### src/rtl/mem_arb_pkg.sv
// rtl/mem_arb_pkg.sv - shared encodings for the instruction/data memory arbiter
// Purpose: FSM state encodings and requester IDs used by mem_arbiter and mem_arb_pick.
// Ports: none (package).
package mem_arb_pkg;

  typedef enum logic [1:0] {
    ST_IDLE    = 2'd0,
    ST_BUSY_RD = 2'd1,
    ST_BUSY_WR = 2'd2
  } state_e;

  // Requester IDs; also the encoding of owner and last_grant.
  localparam logic REQ_IF = 1'b0;
  localparam logic REQ_LS = 1'b1;

endpackage

### src/rtl/mem_arbiter_if.sv
// rtl/mem_arbiter_if.sv - fetch, LSU and memory bus bundle for mem_arbiter
// Purpose: groups every handshake/bus signal of the arbiter.
// Ports (slave = arbiter view):
//   fetch : if_req, if_addr in; if_ack, if_rdata out
//   LSU   : ls_req, ls_we, ls_addr, ls_wdata, ls_mask in; ls_ack, ls_rdata out
//   memory: mem_request, mem_address, mem_w_data, mem_masking, mem_we_re out;
//           mem_valid, mem_r_data in
interface mem_arbiter_if #(
  parameter int ADDR_W = 8
);

  logic              if_req;
  logic [31:0]       if_addr;
  logic              if_ack;
  logic [31:0]       if_rdata;

  logic              ls_req;
  logic              ls_we;
  logic [31:0]       ls_addr;
  logic [31:0]       ls_wdata;
  logic [3:0]        ls_mask;
  logic              ls_ack;
  logic [31:0]       ls_rdata;

  logic              mem_request;
  logic [ADDR_W-1:0] mem_address;
  logic [31:0]       mem_w_data;
  logic [3:0]        mem_masking;
  logic              mem_we_re;
  logic              mem_valid;
  logic [31:0]       mem_r_data;

  modport slave (
    input  if_req, if_addr,
    output if_ack, if_rdata,
    input  ls_req, ls_we, ls_addr, ls_wdata, ls_mask,
    output ls_ack, ls_rdata,
    output mem_request, mem_address, mem_w_data, mem_masking, mem_we_re,
    input  mem_valid, mem_r_data
  );

  modport master (
    output if_req, if_addr,
    input  if_ack, if_rdata,
    output ls_req, ls_we, ls_addr, ls_wdata, ls_mask,
    input  ls_ack, ls_rdata,
    input  mem_request, mem_address, mem_w_data, mem_masking, mem_we_re,
    output mem_valid, mem_r_data
  );

endinterface

### src/rtl/mem_arb_pick.sv
// rtl/mem_arb_pick.sv - combinational winner selector for mem_arbiter
// Purpose: chooses fetch or LSU when either requests.
// Config macro: MEM_ARB_ROUND_ROBIN_EN (defined: alternate on contention;
//   undefined: LSU has fixed priority).
// Ports:
//   if_req, ls_req  in  pending requests
//   last_grant      in  ID of the most recently issued requester
//   grant_valid     out some requester may be issued
//   grant_id        out winning requester (REQ_IF / REQ_LS)
module mem_arb_pick
  import mem_arb_pkg::*;
(
  input  logic if_req,
  input  logic ls_req,
  input  logic last_grant,
  output logic grant_valid,
  output logic grant_id
);

`ifndef MEM_ARB_ROUND_ROBIN_EN
  // last_grant only matters for round-robin contention.
  logic unused_last_grant;
  assign unused_last_grant = last_grant;
`endif

  always_comb begin
    grant_valid = if_req | ls_req;
    if (if_req && ls_req) begin
`ifdef MEM_ARB_ROUND_ROBIN_EN
      grant_id = ~last_grant;
`else
      grant_id = REQ_LS;
`endif
    end else begin
      grant_id = ls_req ? REQ_LS : REQ_IF;
    end
  end

endmodule

### src/rtl/mem_arbiter.sv
// rtl/mem_arbiter.sv - fetch/LSU arbiter for the shared instruction/data memory
// Purpose: issues one access at a time to the memory (issue cycle, then
//   acknowledge cycle) and returns read data plus a one-cycle ack to the owner.
// Config macro: MEM_ARB_ROUND_ROBIN_EN (see mem_arb_pick).
// Ports:
//   clk  in  system clock
//   rst  in  synchronous active-high reset
//   bus  mem_arbiter_if.slave: fetch, LSU and memory signals
module mem_arbiter
  import mem_arb_pkg::*;
#(
  parameter int ADDR_W = 8
) (
  input  logic                 clk,
  input  logic                 rst,
  mem_arbiter_if.slave         bus
);

  state_e state_q, state_d;
  logic   owner_q, owner_d;
  logic   last_grant_q, last_grant_d;

  logic   grant_valid;
  logic   grant_id;

  logic              if_ack, ls_ack;
  logic [31:0]       if_rdata, ls_rdata;
  logic              mem_request, mem_we_re;
  logic [ADDR_W-1:0] mem_address;
  logic [31:0]       mem_w_data;
  logic [3:0]        mem_masking;

  logic [ADDR_W-1:0] if_word, ls_word;
  assign if_word = bus.if_addr[ADDR_W+1:2];
  assign ls_word = bus.ls_addr[ADDR_W+1:2];

  // Byte-offset and above-depth address bits are deliberately ignored.
  logic unused_addr_bits;
  assign unused_addr_bits = ^{bus.if_addr[31:ADDR_W+2], bus.if_addr[1:0],
                              bus.ls_addr[31:ADDR_W+2], bus.ls_addr[1:0]};

  mem_arb_pick u_pick (
    .if_req      (bus.if_req),
    .ls_req      (bus.ls_req),
    .last_grant  (last_grant_q),
    .grant_valid (grant_valid),
    .grant_id    (grant_id)
  );

  // Outputs are a decode of the registered state; the memory request is
  // driven in the same cycle the request is seen, and the read ack follows
  // the memory's valid pulse directly. Everything is forced to 0 under reset
  // so an in-flight access is dropped silently.
  always_comb begin
    state_d      = state_q;
    owner_d      = owner_q;
    last_grant_d = last_grant_q;
    mem_request  = 1'b0;
    mem_address  = '0;
    mem_w_data   = '0;
    mem_masking  = '0;
    mem_we_re    = 1'b0;
    if_ack       = 1'b0;
    if_rdata     = '0;
    ls_ack       = 1'b0;
    ls_rdata     = '0;
    if (!rst) begin
      case (state_q)
        ST_IDLE: begin
          if (grant_valid) begin
            mem_request  = 1'b1;
            owner_d      = grant_id;
            last_grant_d = grant_id;
            if (grant_id == REQ_LS) begin
              mem_address = ls_word;
              mem_w_data  = bus.ls_wdata;
              mem_masking = bus.ls_mask;
              mem_we_re   = bus.ls_we;
              state_d     = bus.ls_we ? ST_BUSY_WR : ST_BUSY_RD;
            end else begin
              mem_address = if_word;
              state_d     = ST_BUSY_RD;
            end
          end
        end
        ST_BUSY_RD: begin
          if (bus.mem_valid) begin
            if (owner_q == REQ_LS) begin
              ls_ack   = 1'b1;
              ls_rdata = bus.mem_r_data;
            end else begin
              if_ack   = 1'b1;
              if_rdata = bus.mem_r_data;
            end
            state_d = ST_IDLE;
          end
        end
        ST_BUSY_WR: begin
          // Write already committed at the issue edge; just acknowledge.
          ls_ack  = 1'b1;
          state_d = ST_IDLE;
        end
        default: state_d = ST_IDLE;
      endcase
    end
  end

  always_ff @(posedge clk) begin
    if (rst) begin
      state_q      <= ST_IDLE;
      owner_q      <= REQ_IF;
      last_grant_q <= REQ_IF;
    end else begin
      state_q      <= state_d;
      owner_q      <= owner_d;
      last_grant_q <= last_grant_d;
    end
  end

  assign bus.if_ack      = if_ack;
  assign bus.if_rdata    = if_rdata;
  assign bus.ls_ack      = ls_ack;
  assign bus.ls_rdata    = ls_rdata;
  assign bus.mem_request = mem_request;
  assign bus.mem_address = mem_address;
  assign bus.mem_w_data  = mem_w_data;
  assign bus.mem_masking = mem_masking;
  assign bus.mem_we_re   = mem_we_re;

endmodule

### src/flat_wrapper.sv
// flat-port wrapper written by rule: the top's interface ports become plain ports
module mem_arbiter_flat import mem_arb_pkg::*;
#(
  parameter int ADDR_W = 8
)
  (clk, rst, bus_if_req, bus_if_addr, bus_if_ack, bus_if_rdata, bus_ls_req, bus_ls_we, bus_ls_addr, bus_ls_wdata, bus_ls_mask, bus_ls_ack, bus_ls_rdata, bus_mem_request, bus_mem_address, bus_mem_w_data, bus_mem_masking, bus_mem_we_re, bus_mem_valid, bus_mem_r_data);
  mem_arbiter_if #(.ADDR_W(ADDR_W)) bus_i ();
  input  logic clk;
  input  logic rst;
  input wire logic [$bits(bus_i.if_req)-1:0] bus_if_req;
  input wire logic [$bits(bus_i.if_addr)-1:0] bus_if_addr;
  output wire logic [$bits(bus_i.if_ack)-1:0] bus_if_ack;
  output wire logic [$bits(bus_i.if_rdata)-1:0] bus_if_rdata;
  input wire logic [$bits(bus_i.ls_req)-1:0] bus_ls_req;
  input wire logic [$bits(bus_i.ls_we)-1:0] bus_ls_we;
  input wire logic [$bits(bus_i.ls_addr)-1:0] bus_ls_addr;
  input wire logic [$bits(bus_i.ls_wdata)-1:0] bus_ls_wdata;
  input wire logic [$bits(bus_i.ls_mask)-1:0] bus_ls_mask;
  output wire logic [$bits(bus_i.ls_ack)-1:0] bus_ls_ack;
  output wire logic [$bits(bus_i.ls_rdata)-1:0] bus_ls_rdata;
  output wire logic [$bits(bus_i.mem_request)-1:0] bus_mem_request;
  output wire logic [$bits(bus_i.mem_address)-1:0] bus_mem_address;
  output wire logic [$bits(bus_i.mem_w_data)-1:0] bus_mem_w_data;
  output wire logic [$bits(bus_i.mem_masking)-1:0] bus_mem_masking;
  output wire logic [$bits(bus_i.mem_we_re)-1:0] bus_mem_we_re;
  input wire logic [$bits(bus_i.mem_valid)-1:0] bus_mem_valid;
  input wire logic [$bits(bus_i.mem_r_data)-1:0] bus_mem_r_data;
  assign bus_i.if_req = bus_if_req;
  assign bus_i.if_addr = bus_if_addr;
  assign bus_if_ack = bus_i.if_ack;
  assign bus_if_rdata = bus_i.if_rdata;
  assign bus_i.ls_req = bus_ls_req;
  assign bus_i.ls_we = bus_ls_we;
  assign bus_i.ls_addr = bus_ls_addr;
  assign bus_i.ls_wdata = bus_ls_wdata;
  assign bus_i.ls_mask = bus_ls_mask;
  assign bus_ls_ack = bus_i.ls_ack;
  assign bus_ls_rdata = bus_i.ls_rdata;
  assign bus_mem_request = bus_i.mem_request;
  assign bus_mem_address = bus_i.mem_address;
  assign bus_mem_w_data = bus_i.mem_w_data;
  assign bus_mem_masking = bus_i.mem_masking;
  assign bus_mem_we_re = bus_i.mem_we_re;
  assign bus_i.mem_valid = bus_mem_valid;
  assign bus_i.mem_r_data = bus_mem_r_data;
  mem_arbiter #(.ADDR_W(ADDR_W)) u_core (.clk(clk), .rst(rst), .bus(bus_i));
endmodule
### config.mk
export PLATFORM = sky130hd
export DESIGN_NAME = mem_arbiter_flat
export DESIGN_NICKNAME = d
export VERILOG_FILES = /design/src/rtl/mem_arb_pkg.sv /design/src/rtl/mem_arbiter_if.sv /design/src/rtl/mem_arb_pick.sv /design/src/rtl/mem_arbiter.sv /design/src/flat_wrapper.sv
export SDC_FILE = /design/constraint.sdc
export NUM_CORES = 1
export LEC_CHECK = 0
export BUFFER_PORTS_ARGS = -buffer_cell sky130_fd_sc_hd__buf_2
export CAP_MARGIN = 20
export CORE_AREA = 10 10 90 92
export CTS_CLUSTER_SIZE = 20
export DETAILED_ROUTE_END_ITERATION = 7
export DIE_AREA = 0 0 100 102
export PLACE_DENSITY_LB_ADDON = 0.25
export SETUP_SLACK_MARGIN = 0.4
export SLEW_MARGIN = 20
export SYNTH_ARGS = -nofsm -noshare
export SYNTH_HDL_FRONTEND = slang
export SYNTH_HIERARCHICAL = 1
export SYNTH_SLANG_ARGS = --single-unit
### constraint.sdc
create_clock -name clk -period 1.5 [get_ports clk]
set_clock_uncertainty 0.1 [all_clocks]
set_input_delay 0.15 -clock clk [delete_from_list [all_inputs] [get_ports clk]]
set_output_delay 0.15 -clock clk [all_outputs]
set_load 0.1 [all_outputs]
Word level (Yosys, flattened, before mapping). Index checks and enable logic that the tools add are counted.

ROM bits: 0. Bits in latches: 0. Register bits: 3. Word-level logic and storage cells: 53. Memories: 0. Memory bits (writable): 0.

Add/subtract/negate cells: 0. Reduce and logical (&&, ||, !) cells: 4. Div/mod/pow operators: 0. Muxes and demuxes: 42. $mul: 0. Eq/ne operators: 4. Shift-type cells: 0. Bitwise operators: 1. Magnitude comparators: 0.

Operator list (number): 32-bit two-way mux (12); 8-bit two-way mux (4); 1-bit two-way mux (16); 4-bit two-way mux (4); 2-bit two-way mux (4); 2-bit case mux with 2 select lines (1); 2-bit AND reduction (2); 2-bit by 1-bit equality test with 1-bit output, second input constant (1); 2-bit equality test, second input constant (1); 2-bit zero test (1); 2-bit by 1-bit != test with 1-bit output, second input constant (1); 2-bit != test, second input constant (1); 1-bit case mux with 2 select lines (1); 1-bit logical AND (1); 1-bit OR (1).

Logic depth before layout (Yosys ltp). Gate-level depths: netlist of the first run.

Word-level depth: 6. Gate-level depth with buffers: 6. Mapped depth without buffers: 5.

Modules after synthesis. Netlist of the first run, hierarchy kept.

Modules (own cells, without submodules): mem_arbiter (cells an instance 158, instances 1, seq. area each 60.1 um2, area each 1061.0 um2); mem_arb_pick (cells an instance 2, instances 1, seq. area each 0.0 um2, area each 10.0 um2).

Worst setup path before layout of the first run. No wires, ideal clock.

Path type: reg-to-output. Start: register u_core.state_q[0]. End: output port bus_mem_address[0]. Path buffers: 1. Arrival time: 2.144 ns. Data required time: 1.250 ns. Slack: -0.894 ns. Stages on the path, launching flop included: 6. Path through: dfxtp_1 > inv_1 > ha_1 > nand3b_4 > buf_2 > nor2_1.

Longest elaborated chain between the ends: 3.

Ends and longest elaborated chain: start: declaration (RTL line mem_arbiter.sv:19) `state_e state_q, state_d;`; start signal: assignment (RTL line mem_arbiter.sv:114) `state_q <= state_d;`; 2-bit zero test (RTL line mem_arbiter.sv:68) `case (state_q)`; 8-bit two-way mux (RTL line mem_arbiter.sv:68); 8-bit two-way mux (RTL line mem_arbiter.sv:67) `if (!rst) begin`; end: declaration (RTL line flat_wrapper.sv:22) `output wire logic [$bits(bus_i.mem_address)-1:0] bus_mem_address;`.

No other way between the ends.

Final worst setup path of the first run.
Start: register u_core.state_q[1]. End: output port bus_ls_rdata[9].

Longest elaborated chain between the ends: 3.

Ends and longest elaborated chain: 2-bit by 1-bit equality test with 1-bit output (RTL line mem_arbiter.sv:68); 32-bit two-way mux (RTL line mem_arbiter.sv:68); 32-bit two-way mux (RTL line mem_arbiter.sv:67); end: declaration (RTL line flat_wrapper.sv:20) `output wire logic [$bits(bus_i.ls_rdata)-1:0] bus_ls_rdata;`.

No other way between the ends.

==> flow_metrics.tcl, run 1 <==
set metrics [dict create \
    syn_area_mm2 0.00107 \
    r2r_slack_ns 0.05 \
    die_h_um 102 \
    p_comb_share_pct 82.1 \
    finalSetupViolCount 112 \
    die-area_mm2 0.0102 \
    final_core_util_pct 74.9 \
    port_buffers 201 \
    status "finished with violations" \
    hold_depth 2 \
    cts_tree "built" \
    r2r-end "u_core/state_q[0]" \
    hold_buffers 0 \
    min_to "u_core/state_q[1]" \
    final_cell_mix "116 x buf_12, 98 x and2_4, 89 x buf_2, 10 x nor2_4" \
    drv_slew 0 \
    final.period_utilization_pct 128 \
    timing.rr.start "u_core/state_q[1]" \
    place_area_mm2 0.00426 \
    place.gp.congestion 0.772 \
    ir_drop_mv 0.410 \
    syn_avg_cell_area_um2 6.69 \
    wl_per_cell_um 19.9 \
    grt_max_degree 37 \
    numCtsBuffers 3 \
    crit_chain "inv_4 -> ha_4 -> nand2_4 -> nor3b_4 -> buf_6 -> clkbuf_16 -> and2_4 -> buf_12" \
    max_stage_delay_ns 0.33 \
    clkPwrFrac_pct 12.7 \
    ys_warn_count 6 \
    rows 29 \
    post-dp-hpwl_um 7470 \
    cp.arrival_ns 1.66 \
    drc 0 \
    die_w_um 100 \
    vias 1960 \
    htree_levels 1 \
    relSlewSlack_pct 78.4 \
    synth_seq_area_share_pct 5.61 \
    violations "setup timing" \
    hold_class "input port to flop" \
    ant_nets 0 \
    grt_pass1_wl_um 11800 \
    floorplan.initialDensity_pct 17.1 \
    grt_pass1_vias 2059 \
    hold_violations 0 \
    tightest_slew_ns 0.315 \
    swShare_pct 51.7 \
    coreArea_mm2 0.00628 \
    path_class "flop to primary output" \
    ys_seq_elements 3 \
    synth.distinct_cells 25 \
    dr.pass1.iters 4 \
    leakagePower_nw 2.17 \
    powerDensity_mw_per_mm2 396 \
    cts_root_buffer "clkbuf_8" \
    end_kind "primary output" \
    final_common_cell "buf_12" \
    rsz0062_at_grt "yes" \
    p_seq_share_pct 5.2 \
    syn_to_final_growth_pct 339 \
    fmaxAchievable_mhz 523 \
    netlist_instances 160 \
    globalRouteOverflowTotal 0 \
    cap_viol_max_count 0 \
    holdCritStartpoint "rst" \
    clk_latency_ns 0.22 \
    drive_gt1_share_pct 93.5 \
    design_area_mm2 0.00470 \
    power_switching_mw 0.962 \
    cp.required_ns 1.25 \
    antenna_found_initial 0 \
    reg2reg_depth 5 \
    clock_tree.buffer_depth 2 \
    p_int_mw 0.897 \
    crit_slowest_cell "dfxtp_2" \
    startpoint_type "flop" \
    viasPerCell 4.25 \
    cts_sinks 3 \
    min_period_ns 1.91 \
    drt_iter0_markers 18 \
    setup_slack_ns -0.413 \
    grt_use_total_pct 14.5 \
    synth_nets 301 \
    ios 250 \
    totalWireLength_um 9190 \
    antenna_cells 0 \
    path_max_fanout 8 \
    clkTransAtPathRegs_ns 0.03 \
    final_net_count 526 \
]
## worst max path at each step
stage / endpoint / slack (ns) / cells after the start / startpoint
finish: bus_ls_rdata[9] / -0.41 / 8 / u_core/state_q[1]
CTS: bus_mem_masking[2] / -0.40 / 7 / u_core/state_q[0]
floorplan: bus_ls_rdata[22] / -0.12 / 6 / u_core/state_q[1]
global placement: bus_mem_w_data[31] / -0.13 / 7 / u_core/state_q[0]
detailed placement: bus_mem_masking[2] / -0.17 / 7 / u_core/state_q[0]
global route: bus_mem_masking[0] / -0.47 / 8 / u_core/state_q[0]
## metrics by stage
step                      TNS [ns]  total power [mW]  std cells  hold WS (ns)  setup WS, ns
after detailed placement    -11.48              1.51        436         0.370        -0.165
after global placement       -7.90              1.49        436         0.352        -0.130
final                       -40.18              1.86        461         0.140        -0.413
after CTS                   -37.60              1.76        440         0.137        -0.400
after global routing        -46.39              1.93        461         0.162        -0.469
after floorplan             -11.52             0.966        160         0.112        -0.121
## synth_stat cells
library cell  number  area share [%]
a21oi_1            3             1.4
and2_1           100              58
and2b_2            1            0.82
buf_2              5             2.3
buf_6              1             1.1
clkbuf_1           3             1.1
clkbuf_2           3             1.4
dfxtp_1            3             5.6
ha_1               3             3.5
inv_1              4             1.4
mux2i_1            8             7.5
nand2_1            3             1.1
nand2_4            1             1.1
nand3_1            1            0.47
nand3b_4           1             1.9
nor2_1             9             3.2
nor2_4             1             1.1
nor2b_1            2             1.2
nor3_2             1            0.93
nor3b_2            1             1.2
o21a_1             1            0.70
o21ai_0            2            0.93
or2_1              1            0.58
or3_1              1            0.58
or3b_1             1            0.82
## area by class of cell
class	count	area, um^2
clock buffers	4	45.0
multi-input cells	141	1300
flip-flops and latches	3	65.1
repair buffers	232	3170
well taps	77	96.3
fillers	418	1580
inverters	4	21.3
## registers in the layout (all words and copies together) (netlist names)
register and cells:
u_core/state_q 2, u_core/last_grant_q 1
## power by group through the flow
stage               Clock [mW]  Sequential (mW)  Combinational [mW]
floorplan                    0           0.0958               0.870
global placement             0           0.0963                1.39
detailed placement           0           0.0968                1.42
CTS                      0.242           0.0957                1.42
global route             0.249           0.0972                1.58
finish                   0.237           0.0970                1.53
## repair_timing
action,CTS,global route
buffers inserted,0,8
pin swaps,2,13
endpoints found under the hold margin,0,0
gates cloned,0,13
endpoints found under the setup margin,115,115
resized for setup,1,23
## worst max-delay path, delay by kind of cell, from the launching register on
family                   cells  cell delay [ns]
flip-flops                   1             0.33
adder cells (fa/ha/maj)      1             0.14
AND/OR/NAND/NOR              3             0.44
buffers and inverters        4             0.53
## logic make-up (layout without fill, tap and decap cells)
family	count (synthesis)	after routing	synth area share, %
multiplexers	8	8	7.48
adder cells (fa/ha/maj)	3	3	3.51
AND/OR/NAND/NOR	124	124	73.1
flip-flops	3	3	5.61
AO/OA/AOI/OAI	6	6	3.04
buffers and inverters	16	240	7.24
## per-layer routing
layer | wire, um | GRT usage [%] | vias up | part of all wire, %
met1 | 2980 | 12.8 | 901 | 32
met2 | 5130 | 29.5 | 110 | 56
met4 | 121 | 2.93 | 0 | 1.3
met3 | 950 | 6.48 | 8 | 10
met5 | 0 | 0 | - | 0
li1 | - | - | 941 | -
No activity file was read; power rests on OpenSTA's default activity.
==> run 2, diff against run 1 <==
--- a/config.mk
+++ b/config.mk
@@ -5,12 +5,13 @@
 export SDC_FILE = /design/constraint.sdc
 export NUM_CORES = 1
 export LEC_CHECK = 0
+export ABC_AREA = 1
 export BUFFER_PORTS_ARGS = -buffer_cell sky130_fd_sc_hd__buf_2
 export CAP_MARGIN = 20
-export CORE_AREA = 10 10 90 92
+export CORE_MARGIN = 10
+export CORE_UTILIZATION = 25
 export CTS_CLUSTER_SIZE = 20
 export DETAILED_ROUTE_END_ITERATION = 7
-export DIE_AREA = 0 0 100 102
 export PLACE_DENSITY_LB_ADDON = 0.25
 export SETUP_SLACK_MARGIN = 0.4
 export SLEW_MARGIN = 20
==> run 2 against run 1 <==
The flow now stops in global routing (5_1_grt). Synthesized cell count grew 65%. Synthesized area increased by 37%.
==> flow_metrics.tcl, run 2 <==
set metrics [dict create \
    die_w_um 96.6 \
    synth_commonest_cells "72 x nor2_1, 62 x nand2_1, 56 x inv_1" \
    place_ws_ns -0.151 \
    synthFlopType "dfxtp_1" \
    ys_seq_elements 3 \
    die_h_um 96.6 \
    async_flop_share_pct 0 \
    synth.distinct_cells 20 \
    worst_endpoint_kind "top-level output" \
    floorplan.initialDensity_pct 26.1 \
    synth_top_area_cell "nor2_4" \
    synth_nets 405 \
    post-dp-hpwl_um 9520 \
    syn_avg_cell_area_um2 5.55 \
    place.gp.congestion 0.821 \
    syn_area_mm2 0.00147 \
    status "did not finish" \
    numCtsBuffers 3 \
    clock_tree.buffer_depth 2 \
    stop_stage "global routing (5_1_grt)" \
    ys_warn_count 6 \
    synth_seq_area_share_pct 4.10 \
    synth-edff-count 0 \
    rows 27 \
    htree_levels 1 \
    ios 250 \
    cts_root_buffer "clkbuf_8" \
    firstError "[ERROR DPL-0033] detailed placement checks failed during check placement." \
    worst_endpoint "bus_mem_w_data[29]" \
    synth_top_area_share_pct 23.1 \
    grt_max_degree 38 \
    netlist_instances 264 \
    antenna_found_initial 3 \
    synth.most_common_cell "nor2_1" \
    port_buffers 201 \
    cts_sinks 3 \
    synthTopCellsByArea "nor2_4 23%, nor2_1 18%, nand2_1 16%" \
]
## run 2: timing repair
item,in CTS
gates cloned,3
pin swaps,12
endpoints found under the setup margin,115
hold buffers,0
gates resized for setup,35
setup buffers,9
## run 2: metrics by stage
step / TNS, ns / util, % / std cells / instance area (um^2)
floorplan: -37.72 / - / 264 / 2080
global placement: -4.50 / 89.3 / 546 / 5010
detailed placement: -9.63 / 89.3 / 546 / 5010
CTS: -33.57 / 95.1 / 562 / 5330
## run 2: cells by family after synthesis
group           after synthesis  share of synthesized area (%)
simple gates                169                           61.9
buf+inv                      76                           26.8
compound gates               13                           4.61
fa+ha+maj                     3                           2.56
flops                         3                           4.10
==> run 3, diff against run 2 <==
--- a/config.mk
+++ b/config.mk
@@ -8,12 +8,10 @@
 export ABC_AREA = 1
 export BUFFER_PORTS_ARGS = -buffer_cell sky130_fd_sc_hd__buf_2
 export CAP_MARGIN = 20
-export CORE_MARGIN = 10
-export CORE_UTILIZATION = 25
-export CTS_CLUSTER_SIZE = 20
+export CORE_AREA = 10 10 88 90
 export DETAILED_ROUTE_END_ITERATION = 7
-export PLACE_DENSITY_LB_ADDON = 0.25
-export SETUP_SLACK_MARGIN = 0.4
+export DIE_AREA = 0 0 98 100
+export PLACE_DENSITY_LB_ADDON = 0.15
 export SLEW_MARGIN = 20
 export SYNTH_ARGS = -nofsm -noshare
 export SYNTH_HDL_FRONTEND = slang
==> constraint.sdc (replaced) <==
create_clock -name clk -period 2 [get_ports clk]
set_clock_uncertainty 0.1 [all_clocks]
set_input_delay 0.2 -clock clk [delete_from_list [all_inputs] [get_ports clk]]
set_output_delay 0.2 -clock clk [all_outputs]
set_load 0.1 [all_outputs]
==> run 3 against run 2 <==
Synthesized area stayed put. Synthesized cell count stayed put. The run now ends clean.
==> flow_metrics.tcl, run 3 <==
set metrics [dict create \
    status "completed" \
    synth_top_area_cell "nor2_4" \
    viasPerCell 4.08 \
    leakagePower_nw 2.07 \
    swShare_pct 56.6 \
    globalRouteOverflowTotal 0 \
    netlist_instances 264 \
    antenna_found_initial 0 \
    dr.pass1.iters 4 \
    p_comb_share_pct 82.2 \
    cap_viol_max_count 0 \
    place_area_mm2 0.00433 \
    hold_class "input port to flop" \
    path_class "flop to primary output" \
    finalSetupViolCount 0 \
    synthTopCellsByArea "nor2_4 23%, nor2_1 18%, nand2_1 16%" \
    fmaxAchievable_mhz 509 \
    numCtsBuffers 3 \
    timing.rr.start "u_core/state_q[0]" \
    final_common_cell "buf_12" \
    synth_seq_area_share_pct 4.10 \
    htree_levels 1 \
    tightest_slew_ns 0.479 \
    end_kind "primary output" \
    synth-edff-count 0 \
    place_ws_ns 0.245 \
    grt_use_total_pct 15.4 \
    clock_tree.buffer_depth 2 \
    cp.arrival_ns 1.67 \
    r2r_slack_ns 0.85 \
    drive_gt1_share_pct 65.1 \
    reg_top3 "u_core/state_q: 2 flops, u_core/last_grant_q: 1 flops" \
    cp-startpoint "u_core/state_q[1]" \
    synth_commonest_cells "72 x nor2_1, 62 x nand2_1, 56 x inv_1" \
    clkPwrFrac_pct 12.6 \
    clkTransAtPathRegs_ns 0.03 \
    nFillCells 460 \
    power_switching_mw 0.792 \
    cts_tree "built" \
    clk_latency_ns 0.21 \
    startpoint_type "flop" \
    final_cell_mix "115 x buf_12, 89 x buf_2, 62 x nand2_1, 46 x inv_1, 39 x nor2_1" \
    p_int_mw 0.607 \
    die-area_mm2 0.00980 \
    holdCritStartpoint "rst" \
    drc 0 \
    p_seq_share_pct 5.2 \
    largest-register "u_core/state_q" \
    design_area_mm2 0.00447 \
    ys_warn_count 6 \
    antenna_cells 0 \
    synth.distinct_cells 20 \
    powerDensity_mw_per_mm2 313 \
    drt_iter0_markers 56 \
    syn_avg_cell_area_um2 5.55 \
    final.period_utilization_pct 98.3 \
    rows 29 \
    die_h_um 100 \
    wl_per_cell_um 14.9 \
    coreArea_mm2 0.00613 \
    min_period_ns 1.97 \
    die_w_um 98 \
    port_buffers 201 \
    relSlewSlack_pct 68.0 \
    drv_slew 0 \
    totalWireLength_um 8130 \
    hold_buffers 0 \
    setup_slack_ns 0.0336 \
    floorplan.initialDensity_pct 23.9 \
    synth_nets 405 \
    setup-tns-final_ns 0 \
    reg2reg_depth 6 \
    syn_to_final_growth_pct 205 \
    ant_nets 0 \
    ios 250 \
    synthFlopType "dfxtp_1" \
    place.gp.congestion 0.777 \
    synth_top_area_share_pct 23.1 \
    final_core_util_pct 72.8 \
    cts_root_buffer "clkbuf_8" \
    ir_drop_mv 0.482 \
    r2r-end "u_core/state_q[1]" \
    hold_depth 2 \
    cts_sinks 3 \
    grt_pass1_wl_um 12500 \
    post-dp-hpwl_um 7520 \
    rsz0062_at_grt "yes" \
    vias 2232 \
    cp.required_ns 1.70 \
    async_flop_share_pct 0 \
    final_net_count 612 \
    grt_max_degree 55 \
    ys_seq_elements 3 \
    syn_area_mm2 0.00147 \
    path_max_fanout 11 \
    largest_reg_flops 2 \
    synth.most_common_cell "nor2_1" \
    grt_pass1_vias 2291 \
    min_to "u_core/state_q[1]" \
    hold_violations 0 \
]
-- run 3: cell counts after synthesis --
Identical to the previous run, type by type.
-- run 3: timing repair --
action                                  CTS  global route
endpoints found under the setup margin    0            38
buffers inserted                          0             8
gates resized for setup                   0            13
-- run 3: layout make-up --
type	instances	area (um^2)	area share [%]
timing repair buffer	218	2850	63.9
multi-input combinational	185	1140	25.5
sequential	3	62.6	1.40
inverter	60	269	6.02
tap	77	96.3	2.16
clock buffer	4	45.0	1.01
-- run 3: through the flow --
step	hold WS, ns	instances	power (mW)
3_3_place_gp	0.370	535	1.19
4_1_cts	0.150	539	1.39
3_5_place_dp	0.377	535	1.21
6_report	0.155	547	1.40
2_1_floorplan	0.162	264	0.808
5_1_grt	0.150	547	1.47
-- run 3: worst max-delay path by stage --
stage          slack, ns          endpoint  cells after the start
2_1_floorplan      -0.45  bus_ls_rdata[10]                      7
3_3_place_gp        0.29  bus_ls_rdata[12]                      8
3_5_place_dp        0.24  bus_ls_rdata[18]                      8
4_1_cts            0.007  bus_ls_rdata[18]                      8
5_1_grt            -0.06  bus_ls_rdata[19]                      8
6_report            0.03  bus_ls_rdata[11]                      8
-- run 3: per-layer routing --
metal	vias up	track usage [%]	share of wire, %
li1	1145	-	-
met1	970	13.8	33
met2	111	31.5	57
met3	6	6.39	9.3
met4	0	2.57	1.3
met5	-	0	0
-- run 3: power by group through the flow --
stage	Clock, mW	Combinational [mW]	Sequential, mW
6_report	0.176	1.15	0.0724
4_1_cts	0.183	1.13	0.0725
5_1_grt	0.191	1.20	0.0733
3_3_place_gp	0	1.12	0.0725
3_5_place_dp	0	1.13	0.0732
2_1_floorplan	0	0.736	0.0720
-- run 3: cells by family (layout without fill, tap and decap cells) --
kind of cell	after synthesis	count (layout)	share of synthesized area [%]
buf+inv	76	282	26.8
compound gates	13	13	4.61
flops	3	3	4.10
fa+ha+maj	3	3	2.56
simple gates	169	169	61.9
-- run 3: critical path, cell delays in order (launching register included) --
cell and delay [ns]:
dfxtp_2 0.32, inv_2 0.06, ha_1 0.16, nand2_1 0.07
clkinv_2 0.08, nand3_4 0.14, buf_4 0.22, nor2_1 0.19
buf_12 0.21
==> run 4, diff against run 3 <==
--- a/config.mk
+++ b/config.mk
@@ -5,10 +5,10 @@
 export SDC_FILE = /design/constraint.sdc
 export NUM_CORES = 1
 export LEC_CHECK = 0
-export ABC_AREA = 1
 export BUFFER_PORTS_ARGS = -buffer_cell sky130_fd_sc_hd__buf_2
 export CAP_MARGIN = 20
 export CORE_AREA = 10 10 88 90
+export CTS_BUF_LIST = sky130_fd_sc_hd__clkbuf_8
 export DETAILED_ROUTE_END_ITERATION = 7
 export DIE_AREA = 0 0 98 100
 export PLACE_DENSITY_LB_ADDON = 0.15
==> run 4 against run 3 <==
Register-to-register slack lost 0.32 ns. First-iteration DRC count down 57%. Worst hold slack improved by 0.0098 ns. Non-clock buffer count fell by 7. Critical path depth is the same. Worst setup slack worse by 0.0089 ns. Clock power is 3% lower. Final area decreased by 6.5%. Clock-buffer cell count decreased by 1. Combinational power fell by 15%. Critical path type unchanged.
==> flow_metrics.tcl, run 4 (same netlist as run 1, synthesis figures left out) <==
set metrics [dict create \
    floorplan.initialDensity_pct 17.5 \
    final_common_cell "buf_12" \
    nFillCells 463 \
    cp-startpoint "u_core/state_q[1]" \
    clk_latency_ns 0.21 \
    drv_slew 0 \
    hold_buffers 0 \
    fmaxAchievable_mhz 506 \
    cp.required_ns 1.70 \
    coreArea_mm2 0.00613 \
    hold_violations 0 \
    ir_drop_mv 0.358 \
    cts_sinks 3 \
    totalWireLength_um 7930 \
    powerDensity_mw_per_mm2 293 \
    finalSetupViolCount 0 \
    final_cell_mix "115 x buf_12, 89 x buf_2, 65 x and2_2, 27 x and2_4, 9 x nor2_1" \
    dr.pass1.iters 6 \
    startpoint_type "flop" \
    min_period_ns 1.98 \
    antenna_found_initial 0 \
    path_class "flop to primary output" \
    die_h_um 100 \
    setup_slack_ns 0.0247 \
    holdCritStartpoint "rst" \
    place.gp.congestion 0.789 \
    cp.arrival_ns 1.68 \
    tightest_slew_ns 0.212 \
    hold_class "input port to flop" \
    grt_use_total_pct 13.6 \
    cap_viol_max_count 0 \
    antenna_cells 0 \
    syn_to_final_growth_pct 290 \
    rsz0062_at_grt "yes" \
    die-area_mm2 0.00980 \
    final.period_utilization_pct 98.8 \
    viasPerCell 4.05 \
    grt_pass1_wl_um 10800 \
    leakagePower_nw 1.95 \
    globalRouteOverflowTotal 0 \
    reg_top3 "u_core/state_q: 2 flops, u_core/last_grant_q: 1 flops" \
    place_ws_ns 0.226 \
    grt_pass1_vias 1771 \
    clkTransAtPathRegs_ns 0.03 \
    final_core_util_pct 68.1 \
    port_buffers 201 \
    largest_reg_flops 2 \
    drt_iter0_markers 24 \
    die_w_um 98 \
    path_max_fanout 8 \
    ios 250 \
    ant_nets 0 \
    rows 29 \
    wl_per_cell_um 18.0 \
    post-dp-hpwl_um 6950 \
    cts_root_buffer "clkbuf_8" \
    vias 1783 \
    end_kind "primary output" \
    status "completed" \
    grt_max_degree 37 \
    htree_levels 1 \
    numCtsBuffers 3 \
    final_net_count 505 \
    largest-register "u_core/state_q" \
    drc 0 \
    design_power_total_mw 1.23 \
    drive_gt1_share_pct 87.6 \
    relSlewSlack_pct 85.8 \
    timing.rr.start "u_core/state_q[1]" \
    cts_tree "built" \
    clock_tree.buffer_depth 2 \
]
-- run 4: per-stage QoR --
stage | TNS, ns | cell area (um^2) | std cells | hold slack, ns
6_report | 0 | 4180 | 440 | 0.165
3_3_place_gp | 0 | 3980 | 431 | 0.372
2_1_floorplan | -3.99 | 1190 | 160 | 0.169
3_5_place_dp | 0 | 3980 | 431 | 0.375
5_1_grt | -0.935 | 4180 | 440 | 0.186
4_1_cts | 0 | 4030 | 435 | 0.153
-- run 4: worst max-delay path: stages (launching register included) --
cell	delay (ns)
dfxtp_1	0.32
inv_2	0.08
ha_4	0.13
nand2_2	0.07
nor3b_4	0.24
buf_6	0.15
clkbuf_16	0.15
and2_4	0.15
buf_12	0.16
-- run 4: final timing paths --
path / depth (start not counted) / to / slack [ns]
worst max-delay path: 8 / bus_ls_rdata[28] / 0.02
worst max register to register: 5 / u_core/state_q[0] / 0.53
worst min register to register: 2 / u_core/last_grant_q / 0.39
worst min-delay path: 2 / u_core/last_grant_q / 0.17
-- run 4: routing by layer --
| metal | GRT usage [%] | part of all wire [%] | up-vias |
|---|---|---|---|
| met5 | 0 | 0 | - |
| met4 | 1.01 | 0.50 | 0 |
| met3 | 3.57 | 5.8 | 2 |
| met2 | 28.5 | 59 | 83 |
| met1 | 13.3 | 35 | 804 |
| li1 | - | - | 894 |
-- run 4: cell type report --
cell class | instances | area, um^2 | area share, %
inverter | 4 | 15.0 | 0.359
multi-input combinational | 141 | 1110 | 26.7
timing repair buffer | 211 | 2850 | 68.1
tap | 77 | 96.3 | 2.31
clock inverter | 1 | 3.75 | 0.0898
sequential | 3 | 61.3 | 1.47
clock buffer | 3 | 41.3 | 0.988
-- run 4: repair_timing --
item                       4_1_cts  5_1_grt
pin swaps                        0        1
setup endpoints to repair        1      102
gates cloned                     0        3
gates resized for setup          1       35
buffers inserted                 0        2
-- run 4: where the power goes --
part	internal, mW	switching [mW]
Combinational	0.371	0.612
Sequential	0.0660	0.00550
Clock	0.131	0.0400
Total	0.567	0.658
